[config.mk]
export PLATFORM = sky130hd
export DESIGN_NAME = risc_toy_mem_stage
export DESIGN_NICKNAME = d
export VERILOG_FILES = /design/src/rtl/risc_toy_pkg.sv /design/src/rtl/mem_ld_timer.sv /design/src/rtl/risc_toy_mem_stage.sv
export SDC_FILE = /design/constraint.sdc
export NUM_CORES = 1
export LEC_CHECK = 0
export BUFFER_PORTS_ARGS = -buffer_cell sky130_fd_sc_hd__buf_2
export CAP_MARGIN = 20
export CORE_ASPECT_RATIO = 0.7
export CORE_MARGIN = 2
export CORE_UTILIZATION = 52
export CTS_CLUSTER_SIZE = 12
export DETAILED_ROUTE_END_ITERATION = 8
export GPL_TIMING_DRIVEN = 0
export PLACE_DENSITY = 0.89
export SETUP_SLACK_MARGIN = 0.1
export SYNTH_ARGS = -nofsm -noshare
export SYNTH_HDL_FRONTEND = slang
export SYNTH_SLANG_ARGS = --single-unit
[constraint.sdc]
create_clock -name CLK -period 3.62 [get_ports CLK]
set_input_delay 0.181 -clock CLK [delete_from_list [all_inputs] [get_ports CLK]]
set_output_delay 0.181 -clock CLK [all_outputs]
set_load 0.005 [all_outputs]
[src/rtl/risc_toy_pkg.sv]
// Shared RISC_TOY pipeline definitions: datapath widths, data-memory
// direction encodings, MEM-stage FSM states and the EX/MEM and MEM/WB
// bundle layouts used by the EX, MEM and WB stages.
package risc_toy_pkg;

  localparam int unsigned XLEN  = 32;  // datapath width
  localparam int unsigned RAW   = 5;   // register address width
  localparam int unsigned AW    = 30;  // data-memory word address width
  localparam int unsigned CNT_W = 3;   // load-latency counter width

  localparam logic DRW_RD = 1'b0;
  localparam logic DRW_WR = 1'b1;

  typedef enum logic {
    StRun  = 1'b0,
    StWait = 1'b1
  } mem_state_e;

  typedef struct packed {
    logic            valid;
    logic [XLEN-1:0] result;
    logic [XLEN-1:0] st_data;
    logic [RAW-1:0]  rd;
    logic            we;
    logic            ld;
    logic            st;
  } ex_mem_t;

  typedef struct packed {
    logic            valid;
    logic            we;
    logic [RAW-1:0]  rd;
    logic [XLEN-1:0] data;
  } mem_wb_t;

endpackage

[src/rtl/mem_ld_timer.sv]
// Load-latency timer for the MEM stage.
//   clk_i, rst_ni  : clock, synchronous active-low reset
//   start_i        : load the counter with load_val_i (read request issued)
//   load_val_i     : read latency in cycles
//   last_o         : counter is 1, i.e. read data is valid this cycle
// The counter free-runs down to 0 and parks there until the next start.
module mem_ld_timer #(
  parameter int unsigned CntW = 3
) (
  input  logic            clk_i,
  input  logic            rst_ni,
  input  logic            start_i,
  input  logic [CntW-1:0] load_val_i,
  output logic            last_o
);

  logic [CntW-1:0] cnt_q, cnt_d;

  always_comb begin
    cnt_d = cnt_q;
    if (start_i) begin
      cnt_d = load_val_i;
    end else if (cnt_q != '0) begin
      cnt_d = cnt_q - CntW'(1);
    end
  end

  always_ff @(posedge clk_i) begin
    if (!rst_ni) begin
      cnt_q <= '0;
    end else begin
      cnt_q <= cnt_d;
    end
  end

  assign last_o = (cnt_q == CntW'(1));

endmodule

[src/rtl/risc_toy_mem_stage.sv]
// RISC_TOY memory-access stage.
//   CLK, RSTN          : clock, synchronous active-low reset
//   ex_*               : EX/MEM bundle from the execute stage
//   mem_stall          : upstream must hold ex_* and everything behind it
//   DREQ/DRW/DADDR/DWDATA/DRDATA : data-memory port (fixed read latency RD_LAT)
//   fwd_*              : same-cycle forwarding of a held non-load result
//   wb_*               : registered MEM/WB bundle
module risc_toy_mem_stage
  import risc_toy_pkg::*;
#(
  parameter int unsigned RD_LAT = 1
) (
  input  logic            CLK,
  input  logic            RSTN,
  input  logic            ex_valid,
  input  logic [XLEN-1:0] ex_result,
  input  logic [XLEN-1:0] ex_st_data,
  input  logic [RAW-1:0]  ex_rd,
  input  logic            ex_we,
  input  logic            ex_ld,
  input  logic            ex_st,
  output logic            mem_stall,
  output logic            DREQ,
  output logic            DRW,
  output logic [AW-1:0]   DADDR,
  output logic [XLEN-1:0] DWDATA,
  input  logic [XLEN-1:0] DRDATA,
  output logic            fwd_en,
  output logic [RAW-1:0]  fwd_rd,
  output logic [XLEN-1:0] fwd_data,
  output logic            wb_valid,
  output logic            wb_we,
  output logic [RAW-1:0]  wb_rd,
  output logic [XLEN-1:0] wb_data
);

  localparam logic [CNT_W-1:0] LdLat = CNT_W'(RD_LAT);

  ex_mem_t    m_q, m_d;
  mem_wb_t    wb_q, wb_d;
  mem_state_e state_q, state_d;
  logic       ld_start;
  logic       ld_last;
  logic       complete;

  mem_ld_timer #(
    .CntW(CNT_W)
  ) u_ld_timer (
    .clk_i      (CLK),
    .rst_ni     (RSTN),
    .start_i    (ld_start),
    .load_val_i (LdLat),
    .last_o     (ld_last)
  );

  always_comb begin
    state_d   = state_q;
    DREQ      = 1'b0;
    DRW       = DRW_RD;
    mem_stall = 1'b0;
    ld_start  = 1'b0;
    complete  = 1'b0;
    wb_d      = wb_q;
    wb_d.valid = 1'b0;

    unique case (state_q)
      StRun: begin
        if (m_q.valid) begin
          if (m_q.ld) begin
            DREQ      = 1'b1;
            mem_stall = 1'b1;
            ld_start  = 1'b1;
            state_d   = StWait;
          end else begin
            DREQ      = m_q.st;
            DRW       = m_q.st ? DRW_WR : DRW_RD;
            complete  = 1'b1;
            wb_d.data = m_q.result;
          end
        end
      end
      StWait: begin
        if (ld_last) begin
          // Data arrives this cycle; release the stall so the next
          // instruction enters on the same edge the load retires.
          state_d   = StRun;
          complete  = 1'b1;
          wb_d.data = DRDATA;
        end else begin
          mem_stall = 1'b1;
        end
      end
      default: state_d = StRun;
    endcase

    if (complete) begin
      wb_d.valid = 1'b1;
      wb_d.we    = m_q.we & ~m_q.st;
      wb_d.rd    = m_q.rd;
    end
  end

  always_comb begin
    m_d = m_q;
    if (!mem_stall) begin
      m_d.valid   = ex_valid;
      m_d.result  = ex_result;
      m_d.st_data = ex_st_data;
      m_d.rd      = ex_rd;
      m_d.we      = ex_we;
      m_d.ld      = ex_ld;
      m_d.st      = ex_st & ~ex_ld;  // load wins, store dropped
    end
  end

  always_ff @(posedge CLK) begin
    if (!RSTN) begin
      state_q <= StRun;
      m_q     <= '0;
      wb_q    <= '0;
    end else begin
      state_q <= state_d;
      m_q     <= m_d;
      wb_q    <= wb_d;
    end
  end

  assign DADDR    = m_q.result[XLEN-1:2];
  assign DWDATA   = m_q.st_data;
  assign fwd_en   = m_q.valid & m_q.we & ~m_q.ld & ~m_q.st & (state_q == StRun);
  assign fwd_rd   = m_q.rd;
  assign fwd_data = m_q.result;
  assign wb_valid = wb_q.valid;
  assign wb_we    = wb_q.we;
  assign wb_rd    = wb_q.rd;
  assign wb_data  = wb_q.data;

endmodule

==> results.md <==
- Outcome: complete, no violations
- R2R Setup Slk: 1.87 ns
- Met3 Usage GRT: 0.0725
- Antenna violations before repair: 0
- Synthesized area: 0.00568 sq mm
- Core area: 0.0105 sq mm
- Die Ht: 91.4 um
- Avg WL per Cell: 14.6 um
- Fraction of layout cells with a size suffix above 1: 0.445
- Post-Route Setup TNS: 0 ns
- Remaining DRCs: 0
- Dpl hpwl: 11.1 mm
- Met1 Use GR: 0.301
- DRT Pass-1 Iters: 4
- RSZ-0062 raised after global routing: false
- Crit Path Category: reg2out
- Max-cap violations: 0
- Post-Synthesis Cells: 611
- DRT antenna net count: 0
- First DRT Iteration DRCs: 206
- Clock root buffer: clkbuf_16
- Fmax: 458 MHz
- Met2 Usage GRT: 0.437
- #FFs+latches synth: 116
- DR vias: 5005
- Setup Fix Bufs, Post-CTS: 0
- HP Class: in2reg
- Worst-Margin Slew: 0.596 ns
- Final Critical Period: 2.19 ns
- Worst slew margin: 0.603
- CTS clk-pin slew, worst paths: 0.06 ns
- Starting Density: 0.542
- Routability cong.: 0.814
- Overflow after GRT: 0
- Clk_lat worst skew: 0.41 ns
- Crit path DAT: 2.00 ns
- Crit path launch type: register
- Lkg Pwr: 4.50 nW
- Pin count of the biggest net entering global routing: 17
- Post-DP Area: 0.00708 sq mm
- Resize count post-CTS: 0
- All-Layer GR Usage: 0.253
- Clk sinks: 116
- Pwr Density: 524 mW/mm^2
- CTS tree: yes
- # rows: 31
- CTS max path bufs: 2
- Hold Path Depth: 3
- # hold bufs at CTS: 0
- Syn Nets: 721
- Die area: 0.0118 sq mm
- Max-slew violations: 0
- R2R cell count: 5
- Clk_skew: 0.0101 ns
- CP max FO: 10
- R2r endpoint: wb_rd[1]$_SDFFE_PN0P_
- Hold_sp: ex_result[5]
- Busiest grt layer: met2
- First-pass GRT wire length: 23.6 mm
- Mean post-synth cell area: 9.29 sq um
- # setup viols final: 0
- Data required, critical path: 3.44 ns
- Final Instance Area: 0.00766 sq mm
- Synth warnings: 0
- Final Hold Fails: 0
- Ports: 249
- Sequential-to-total area share from yosys stat: 0.409
- Yosys cell types: 28
- Num CTS Buffers: 17
- Final #Nets: 987
- Port Buffers: 247
- R2R Path Start: m_q[72]$_SDFFE_PN0N_
- Filler cells: 833
- Worst Hold End: fwd_data[5]$_SDFFE_PN0N_
- Vias/cell: 4.90
- Antenna cells: 0
- Die X: 129 um
- Tcrit/Tclk final: 0.604
- Critical Path Sink Type: output pin
- Vias in the first global route: 4916
- Clock H-tree levels: 4
- P&R area growth vs syn: 34.9%
- VDD IR max: 0.000370 V
- Final wirelength: 14.9 mm
-- cell type report --
type / instances / area [sq um] / share of cell area
clock inverters: 12 / 133 / 0.0173
flip-flops and latches: 116 / 2320 / 0.303
clock buffers: 20 / 447 / 0.0583
repair buffers: 247 / 1240 / 0.161
plain buffers: 142 / 991 / 0.129
well taps: 132 / 165 / 0.0216
multi-input cells: 349 / 2350 / 0.307
inverters: 4 / 15.0 / 0.00196
-- kinds of logic (layout without fill, tap and decap cells) --
| family | Yosys count | after routing | share of synthesized area |
|---|---|---|---|
| compound gates | 70 | 70 | 0.0935 |
| xor+xnor | 1 | 1 | 0.00154 |
| fa+ha+maj | 3 | 3 | 0.00661 |
| buf+inv | 146 | 425 | 0.177 |
| flops | 116 | 116 | 0.409 |
| mux | 109 | 109 | 0.192 |
| simple gates | 166 | 166 | 0.120 |
-- cell usage after synthesis --
| master | n | area, sq um |
|---|---|---|
| a211oi_1 | 1 | 7.51 |
| a21boi_0 | 1 | 7.51 |
| a21boi_1 | 1 | 7.51 |
| a21oi_1 | 1 | 5.00 |
| and2_1 | 3 | 18.8 |
| and3b_1 | 1 | 8.76 |
| and3b_4 | 1 | 12.5 |
| buf_2 | 6 | 30.0 |
| buf_4 | 100 | 751 |
| buf_6 | 10 | 113 |
| clkbuf_1 | 26 | 97.6 |
| dfxtp_1 | 116 | 2320 |
| ha_1 | 3 | 37.5 |
| inv_1 | 3 | 11.3 |
| inv_2 | 1 | 3.75 |
| mux2i_1 | 109 | 1090 |
| nand2_1 | 149 | 559 |
| nand2b_1 | 2 | 12.5 |
| nand3b_1 | 3 | 22.5 |
| nor2_1 | 3 | 11.3 |
| nor3b_1 | 2 | 15.0 |
| nor3b_2 | 1 | 12.5 |
| o211a_1 | 32 | 320 |
| o21ai_0 | 30 | 150 |
| o21ai_1 | 2 | 10.0 |
| o221a_1 | 2 | 22.5 |
| or2_1 | 1 | 6.26 |
| xnor2_1 | 1 | 8.76 |
-- cell usage in the layout (no fill, tap or decap), drive strengths merged --
cell type / n
nor3b: 3
nand2b: 2
mux2i: 109
o211a: 32
nand2: 149
and2: 3
buf: 363
a21boi: 2
nand3b: 3
nor2: 3
clkinv: 7
xnor2: 1
o221a: 2
clkbuf: 46
a21oi: 1
and3b: 2
ha: 3
or2: 1
bufinv: 2
inv: 4
dfxtp: 116
clkinvlp: 3
o21ai: 32
a211oi: 1
-- per-stage QoR --
step	std cells	setup slack, ns	power, mW	hold WS (ns)	utilization
finish	1022	1.43	4.01	0.0193	0.731
global route	1022	1.29	4.20	0.0104	0.731
CTS	1022	1.43	4.04	0.00795	0.731
detailed placement	990	1.87	2.41	0.433	0.676
global placement	990	1.83	2.39	0.428	0.676
floorplan	611	2.07	2.09	0.323	-
-- per-layer routing --
layer	vias up	wire length, um
met1	2309	6430
met5	-	0
li1	2481	-
met2	190	7140
met4	0	252
met3	25	1070
-- registers in the layout (all words and copies together), names as in the netlist, 3 cells and up --
signal            flops
DWDATA               32
fwd_data             32
wb_data              32
fwd_rd                5
wb_rd                 5
m_q                   4
u_ld_timer.cnt_q      3
-- critical path, cell delays in order (launching register included) --
cell      delay, ns
dfxtp_1        0.38
nor3b_2        0.51
clkbuf_1       0.36
and3b_1        0.23
buf_2          0.12
-- worst max path at each step --
stage	start	end	slack, ns	cells after the start
final	m_q[72]$_SDFFE_PN0N_	fwd_en	1.43	4
after global routing	m_q[72]$_SDFFE_PN0N_	fwd_en	1.29	4
after global placement	m_q[72]$_SDFFE_PN0N_	fwd_en	1.83	4
after CTS	m_q[72]$_SDFFE_PN0N_	fwd_en	1.43	4
after detailed placement	m_q[72]$_SDFFE_PN0N_	fwd_en	1.87	4
after floorplan	u_ld_timer.cnt_q[1]$_SDFFE_PP0P_	wb_data[28]$_SDFFE_PN0P_	2.07	7
-- power breakdown --
group	internal [mW]	switching, mW	total, mW
Sequential	1.42	0.0974	1.52
Clock	1.03	0.602	1.63
Combinational	0.481	0.383	0.864
Total	2.93	1.08	4.01
Note: power is estimated with default switching activity, not from simulation.
